`src/rtl/sig_store_monitor_pkg.sv`:
```
// Shared types and default addresses for the store monitor.
package sig_mon_pkg;

   typedef enum logic [1:0] {
      RUN    = 2'd0,
      DRAIN  = 2'd1,
      HALTED = 2'd2
   } sig_state_e;

   localparam logic [31:0] SIG_ADDR_DEF  = 32'h0000_0F00;
   localparam logic [31:0] HALT_ADDR_DEF = 32'hCAFE_BEEF;

endpackage

```
`src/rtl/sig_store_monitor_if.sv`:
```
// Store-traffic and signature-drain bus of the store monitor.
// master: core/host side, slave: the monitor.
interface sig_store_monitor_if #(
   parameter int DEPTH = 16
) ();
   localparam int CW = $clog2(DEPTH + 1);

   logic          st_en;
   logic [31:0]   st_addr;
   logic [31:0]   st_data;
   logic          sig_valid;
   logic [31:0]   sig_data;
   logic          sig_ready;
   logic          halt;
   logic          overflow;
   logic [CW-1:0] count;

   modport master (
      output st_en, st_addr, st_data, sig_ready,
      input  sig_valid, sig_data, halt, overflow, count
   );

   modport slave (
      input  st_en, st_addr, st_data, sig_ready,
      output sig_valid, sig_data, halt, overflow, count
   );
endinterface

```
`src/rtl/sig_store_monitor_sync_fifo.sv`:
```
// First-word fall-through FIFO with a separate occupancy counter.
// A push into a full FIFO is only accepted when a pop frees a slot in the same cycle.
module sync_fifo #(
   parameter int W     = 32,
   parameter int DEPTH = 16
) (
   input  logic                       clk,
   input  logic                       rst,
   input  logic                       i_push,
   input  logic                       i_pop,
   input  logic [W-1:0]               i_wdata,
   output logic [W-1:0]               o_rdata,
   output logic [$clog2(DEPTH+1)-1:0] o_count,
   output logic                       o_full,
   output logic                       o_empty
);
   localparam int PW = $clog2(DEPTH);
   localparam int CW = $clog2(DEPTH + 1);

   logic [W-1:0]  r_mem [DEPTH];
   logic [PW-1:0] r_wptr;
   logic [PW-1:0] r_rptr;
   logic [CW-1:0] r_count;
   logic          w_do_push;
   logic          w_do_pop;

   assign o_full    = (r_count == CW'(DEPTH));
   assign o_empty   = (r_count == '0);
   assign w_do_pop  = i_pop && !o_empty;
   assign w_do_push = i_push && (!o_full || w_do_pop);
   assign o_rdata   = r_mem[r_rptr];
   assign o_count   = r_count;

   // Storage write; contents need no reset since count gates visibility.
   always_ff @(posedge clk) begin
      if (w_do_push) r_mem[r_wptr] <= i_wdata;
   end

   // Pointers wrap modulo DEPTH (power of two); count moves only on unpaired push/pop.
   always_ff @(posedge clk) begin
      if (!rst) begin
         r_wptr  <= '0;
         r_rptr  <= '0;
         r_count <= '0;
      end else begin
         if (w_do_push) r_wptr <= r_wptr + PW'(1);
         if (w_do_pop)  r_rptr <= r_rptr + PW'(1);
         if (w_do_push && !w_do_pop)      r_count <= r_count + CW'(1);
         else if (w_do_pop && !w_do_push) r_count <= r_count - CW'(1);
      end
   end
endmodule

```
`src/rtl/sig_store_monitor.sv`:
```
// Store monitor: captures signature stores into a FIFO, drains them to the host,
// and runs the drain-then-halt end-of-test sequence on a halt store.
module sig_store_monitor
   import sig_mon_pkg::*;
#(
   parameter logic [31:0] SIG_ADDR  = SIG_ADDR_DEF,
   parameter logic [31:0] HALT_ADDR = HALT_ADDR_DEF,
   parameter int          DEPTH     = 16
) (
   input  logic               clk,
   input  logic               rst,
   sig_store_monitor_if.slave bus
);
   localparam int CW = $clog2(DEPTH + 1);

   localparam logic [1:0] ST_RUN    = RUN;
   localparam logic [1:0] ST_DRAIN  = DRAIN;
   localparam logic [1:0] ST_HALTED = HALTED;

   logic [1:0]    r_state;
   logic          r_ovf;
   logic          w_sig_hit;
   logic          w_halt_hit;
   logic          w_push;
   logic          w_pop;
   logic          w_valid;
   logic          w_full;
   logic          w_empty;
   logic [31:0]   w_rdata;
   logic [CW-1:0] w_count;

   assign w_sig_hit  = bus.st_en && (bus.st_addr == SIG_ADDR);
   assign w_halt_hit = bus.st_en && (bus.st_addr == HALT_ADDR);
   assign w_push     = (r_state == ST_RUN) && w_sig_hit;
   assign w_valid    = (r_state != ST_HALTED) && !w_empty;
   assign w_pop      = w_valid && bus.sig_ready;

   sync_fifo #(.W(32), .DEPTH(DEPTH)) u_fifo (
      .clk     (clk),
      .rst     (rst),
      .i_push  (w_push),
      .i_pop   (w_pop),
      .i_wdata (bus.st_data),
      .o_rdata (w_rdata),
      .o_count (w_count),
      .o_full  (w_full),
      .o_empty (w_empty)
   );

   // RUN -> DRAIN on a halt store; DRAIN -> HALTED once the FIFO is seen empty.
   always_ff @(posedge clk) begin
      if (!rst) begin
         r_state <= ST_RUN;
      end else begin
         case (r_state)
            ST_RUN:   if (w_halt_hit)       r_state <= ST_DRAIN;
            ST_DRAIN: if (w_count == '0)    r_state <= ST_HALTED;
            default:                        r_state <= ST_HALTED;
         endcase
      end
   end

   // Sticky drop flag: a signature push that found no free slot.
   always_ff @(posedge clk) begin
      if (!rst)                           r_ovf <= 1'b0;
      else if (w_push && w_full && !w_pop) r_ovf <= 1'b1;
   end

   assign bus.sig_valid = w_valid;
   assign bus.sig_data  = w_rdata;
   assign bus.halt      = (r_state == ST_HALTED);
   assign bus.overflow  = r_ovf;
   assign bus.count     = w_count;
endmodule

```
`src/flat_wrapper.sv`:
```
// flat-port wrapper written by rule: the top's interface ports become plain ports
module sig_store_monitor_flat import sig_mon_pkg::*;
#(
   parameter logic [31:0] SIG_ADDR  = SIG_ADDR_DEF,
   parameter logic [31:0] HALT_ADDR = HALT_ADDR_DEF,
   parameter int          DEPTH     = 16
)
  (clk, rst, bus_st_en, bus_st_addr, bus_st_data, bus_sig_ready, bus_sig_valid, bus_sig_data, bus_halt, bus_overflow, bus_count);
  sig_store_monitor_if #(.DEPTH(DEPTH)) bus_i ();
  input  logic clk;
  input  logic rst;
  input wire logic [$bits(bus_i.st_en)-1:0] bus_st_en;
  input wire logic [$bits(bus_i.st_addr)-1:0] bus_st_addr;
  input wire logic [$bits(bus_i.st_data)-1:0] bus_st_data;
  input wire logic [$bits(bus_i.sig_ready)-1:0] bus_sig_ready;
  output wire logic [$bits(bus_i.sig_valid)-1:0] bus_sig_valid;
  output wire logic [$bits(bus_i.sig_data)-1:0] bus_sig_data;
  output wire logic [$bits(bus_i.halt)-1:0] bus_halt;
  output wire logic [$bits(bus_i.overflow)-1:0] bus_overflow;
  output wire logic [$bits(bus_i.count)-1:0] bus_count;
  assign bus_i.st_en = bus_st_en;
  assign bus_i.st_addr = bus_st_addr;
  assign bus_i.st_data = bus_st_data;
  assign bus_i.sig_ready = bus_sig_ready;
  assign bus_sig_valid = bus_i.sig_valid;
  assign bus_sig_data = bus_i.sig_data;
  assign bus_halt = bus_i.halt;
  assign bus_overflow = bus_i.overflow;
  assign bus_count = bus_i.count;
  sig_store_monitor #(.SIG_ADDR(SIG_ADDR), .HALT_ADDR(HALT_ADDR), .DEPTH(DEPTH)) u_core (.clk(clk), .rst(rst), .bus(bus_i));
endmodule
```
`config.mk`:
```
export PLATFORM = sky130hd
export DESIGN_NAME = sig_store_monitor_flat
export DESIGN_NICKNAME = d
export VERILOG_FILES = /design/src/rtl/sig_store_monitor_pkg.sv /design/src/rtl/sig_store_monitor_if.sv /design/src/rtl/sig_store_monitor_sync_fifo.sv /design/src/rtl/sig_store_monitor.sv /design/src/flat_wrapper.sv
export SDC_FILE = /design/constraint.sdc
export NUM_CORES = 1
export LEC_CHECK = 0
export CORE_MARGIN = 4
export CORE_UTILIZATION = 55
export CTS_CLUSTER_SIZE = 28
export DETAILED_ROUTE_END_ITERATION = 7
export PLACE_DENSITY = 0.74
export SLEW_MARGIN = 20
export SYNTH_ARGS = -nofsm -noshare
export SYNTH_HDL_FRONTEND = slang
export SYNTH_SLANG_ARGS = --single-unit
```
`constraint.sdc`:
```
create_clock -name clk -period 6.3 [get_ports clk]
set_input_delay 0.63 -clock clk [delete_from_list [all_inputs] [get_ports clk]]
set_output_delay 0.63 -clock clk [all_outputs]
set_load 0.01 [all_outputs]
```
==> results.toml <==
[detailed_routing]
drt_pre_antenna_iters = 5
detailedRoute.firstIterationViolations = 959
routed_wirelength_um = 40800
via_count = 9280
detail_route.drc_violations = 0
route.detailed.vias_per_inst = 6.21
avgRoutedWirePerCell_um = 27.3
postRouteAntennaNets = 0

[floorplanning]
initial_utilization_pct = 55.6
die-area_um2 = 40200
die_h_um = 200
coreArea_um2 = 36600
boundaryPins = 108
die_w_um = 200
rows = 70

[finish]
multi_input_area_um2 = 4430
filler_cells_inserted = 2342
final_common_cell = "edfxtp_1"
flow.area_growth_from_synthesis_pct = 16.2
final_layout_size_suffix_gt1_share_pct = 26.3
area.sequential_um2 = 15800
antenna-diode-count = 0
design_area_um2 = 23700
final_net_count = 1070
most-common-layout-cells = "512 x edfxtp_1, 160 x mux4_2, 107 x clkdlybuf4s50_1, 51 x clkbuf_16, 20 x nor2_1"

[placement]
place.port_buffers = 107
gp_congestion = 0.740
placement.cell_area_um2 = 22100
place_hpwl_um = 22000
place_ws_ps = 2280

[outcome]
outcome = "completed"

[pwr]
peakVddDrop_mv = 0.204
power.switching_mw = 1.83
p_int_mw = 6.28
share_comb_of_total_power_pct = 14.6
p_seq_share_pct = 49.3
p_leak_nw = 7.19
swShare_pct = 22.6
clkPwrFrac_pct = 36.0
power_density_nw_per_um2 = 343

[clock_network]
clock_tree.htree_level_count = 2
worst_skew_pair.late_latency_ps = 570
post_cts.resized_instances = 0
path_clk_slew_ps = 60
cts_made_buffers = 51
tritoncts = "done"
holdBufCountCts = 0
clockBufferDepth = 3
cts.sink_count = 532
cts_post_setup_buffers_inserted = 0
clock-root-buffer = "clkbuf_16"

[setup_path]
crit_top_cell = "mux4_2"
critPathArrivalTime_ps = 3720
cp.required_ps = 5670
slowest_stage = "dfxtp_4"
start_kind = "flip-flop"
worstPathCellList = "buf_4 -> mux4_2 -> mux4_2 -> clkdlybuf4s50_1"
timing.setup.critical_path_class = "flip-flop to output port"
reg2reg_slack_ps = 3200
worst-path-max-fanout = 46
setup.worst_path.end_class = "output port"
largest_stage_delay_on_the_critical_path_ps = 960

[hold_path]
hp-class = "flip-flop to flip-flop"

[logic_synthesis]
ys_seq_area_share_pct = 77.4
netlist_area_um2 = 20400
postSynthCellCount = 857
syn-num-nets = 935
synth_warn = 0
synth_cell_type_count = 37
synthesis.area_per_instance_um2 = 23.8
synth_seq_cells = 532

[global_routing]
vias_in_the_first_global_route = 9917
wire_length_of_the_first_global_routing_pass_um = 62700
number_of_antenna_violations_at_the_first_check_in_global_routing = 1
grt_use_total_pct = 20.6
gr-total-overflow = 0
maximum_number_of_pins_on_one_net_before_global_route_repair = 73

[sta]
hold_viol = 0
portion_of_the_clock_cycle_consumed_by_the_worst_path_in_the_final_layout_pct = 69.1
finalHoldWorstSlack_ps = 475
max_slew_headroom_pct = 27.0
rsz0062_at_grt = "false"
fin_skew_ps = 14.6
maxSlewViolCount = 0
clock.fmax_mhz = 230
worst_pin_slew_ps = 1090
finalWorstSetupSlack_ps = 1950
period_needed_ps = 4350
tns_ps = 0
final-setup-viol-count = 0

[run]
max_cap_violations = 0
## worst paths after layout
kind,from,to,cells past startpoint
max,flip-flop,bus_sig_data[0],4
min,u_core.bus.overflow,u_core.bus.overflow,2
max reg2reg,u_core.r_state[1],u_core.u_fifo.r_mem[14][23],6
min reg2reg,u_core.bus.overflow,u_core.bus.overflow,2
## layout make-up
type,instances,share of cell area [%]
timing repair buffer,122,5.19
inverter,16,0.254
multi-input combinational,269,18.7
clock buffer,62,5.57
clock inverter,25,1.11
tap,468,2.47
sequential,532,66.7
## registers in the layout, indices dropped and copies added (netlist names), named ones only
signal	count
u_core.bus.overflow	1
u_core.r_state	2
u_core.u_fifo.o_count	5
u_core.u_fifo.r_mem	512
u_core.u_fifo.r_rptr	4
u_core.u_fifo.r_wptr	4
## cell usage after synthesis (all sizes together)
master	n	area [um2]
edfxtp	512	15400
mux4	160	3600
clkbuf	24	90.1
nor2	24	90.1
dfxtp	20	400
buf	16	83.8
inv	16	60.1
nor4	11	93.8
and2	9	56.3
ha	9	113
a21oi	8	40.0
nand4	7	43.8
nand3	5	25.0
nand2	4	15.0
o21ai	4	20.0
xor2	4	35.0
mux2i	3	30.0
or3	3	18.8
a21o	2	15.0
and4b	2	20.0
nor3b	2	20.0
nor4b	2	23.8
xnor2	2	17.5
a211o	1	8.76
fa	1	20.0
nor2b	1	6.26
nor3	1	5.00
o211ai	1	7.51
o31ai	1	7.51
o32a	1	10.0
or4b	1	13.8
## worst max-delay path, delay by kind of cell, from the launching register on
kind | cells | cell delay, ps
multiplexers | 2 | 1140
flip-flops | 1 | 960
buffers and inverters | 2 | 1010
## per-stage QoR
stage / instances / util, % / total power, mW
after global routing: 1494 / 64.6 / 8.43
final: 1494 / 64.6 / 8.12
after floorplan: 857 / - / 4.84
after detailed placement: 1406 / 60.2 / 5.28
after CTS: 1493 / 64.6 / 8.18
after global placement: 1406 / 60.2 / 5.27
## routing by layer
metal	vias up	GRT usage [%]	routed length [um]
met5	-	0	12
met4	2	5.51	947
met3	62	4.14	2660
met2	363	33.8	21000
met1	4922	29.0	16200
li1	3931	-	-
## power by group through the flow
stage	Combinational [mW]	Sequential, mW	Clock [mW]
floorplan	0.857	3.99	0
CTS	1.21	4.01	2.96
detailed placement	1.19	4.08	0
finish	1.19	4.00	2.92
global route	1.28	4.02	3.13
global placement	1.19	4.08	0
## cells by family (layout without fill, tap and decap cells)
family / count (synthesis) / in the layout / synth area share, %
xor gates and xnor gates: 6 / 6 / 0.258
adders and majority gates: 10 / 10 / 0.651
DFF: 532 / 532 / 77.4
AOI/OAI and AO/OA: 18 / 18 / 0.534
muxes: 163 / 163 / 17.8
buffers and inverters: 56 / 225 / 1.15
and+or+nand+nor: 72 / 72 / 2.12
Note: power is estimated with default switching activity, not from simulation.
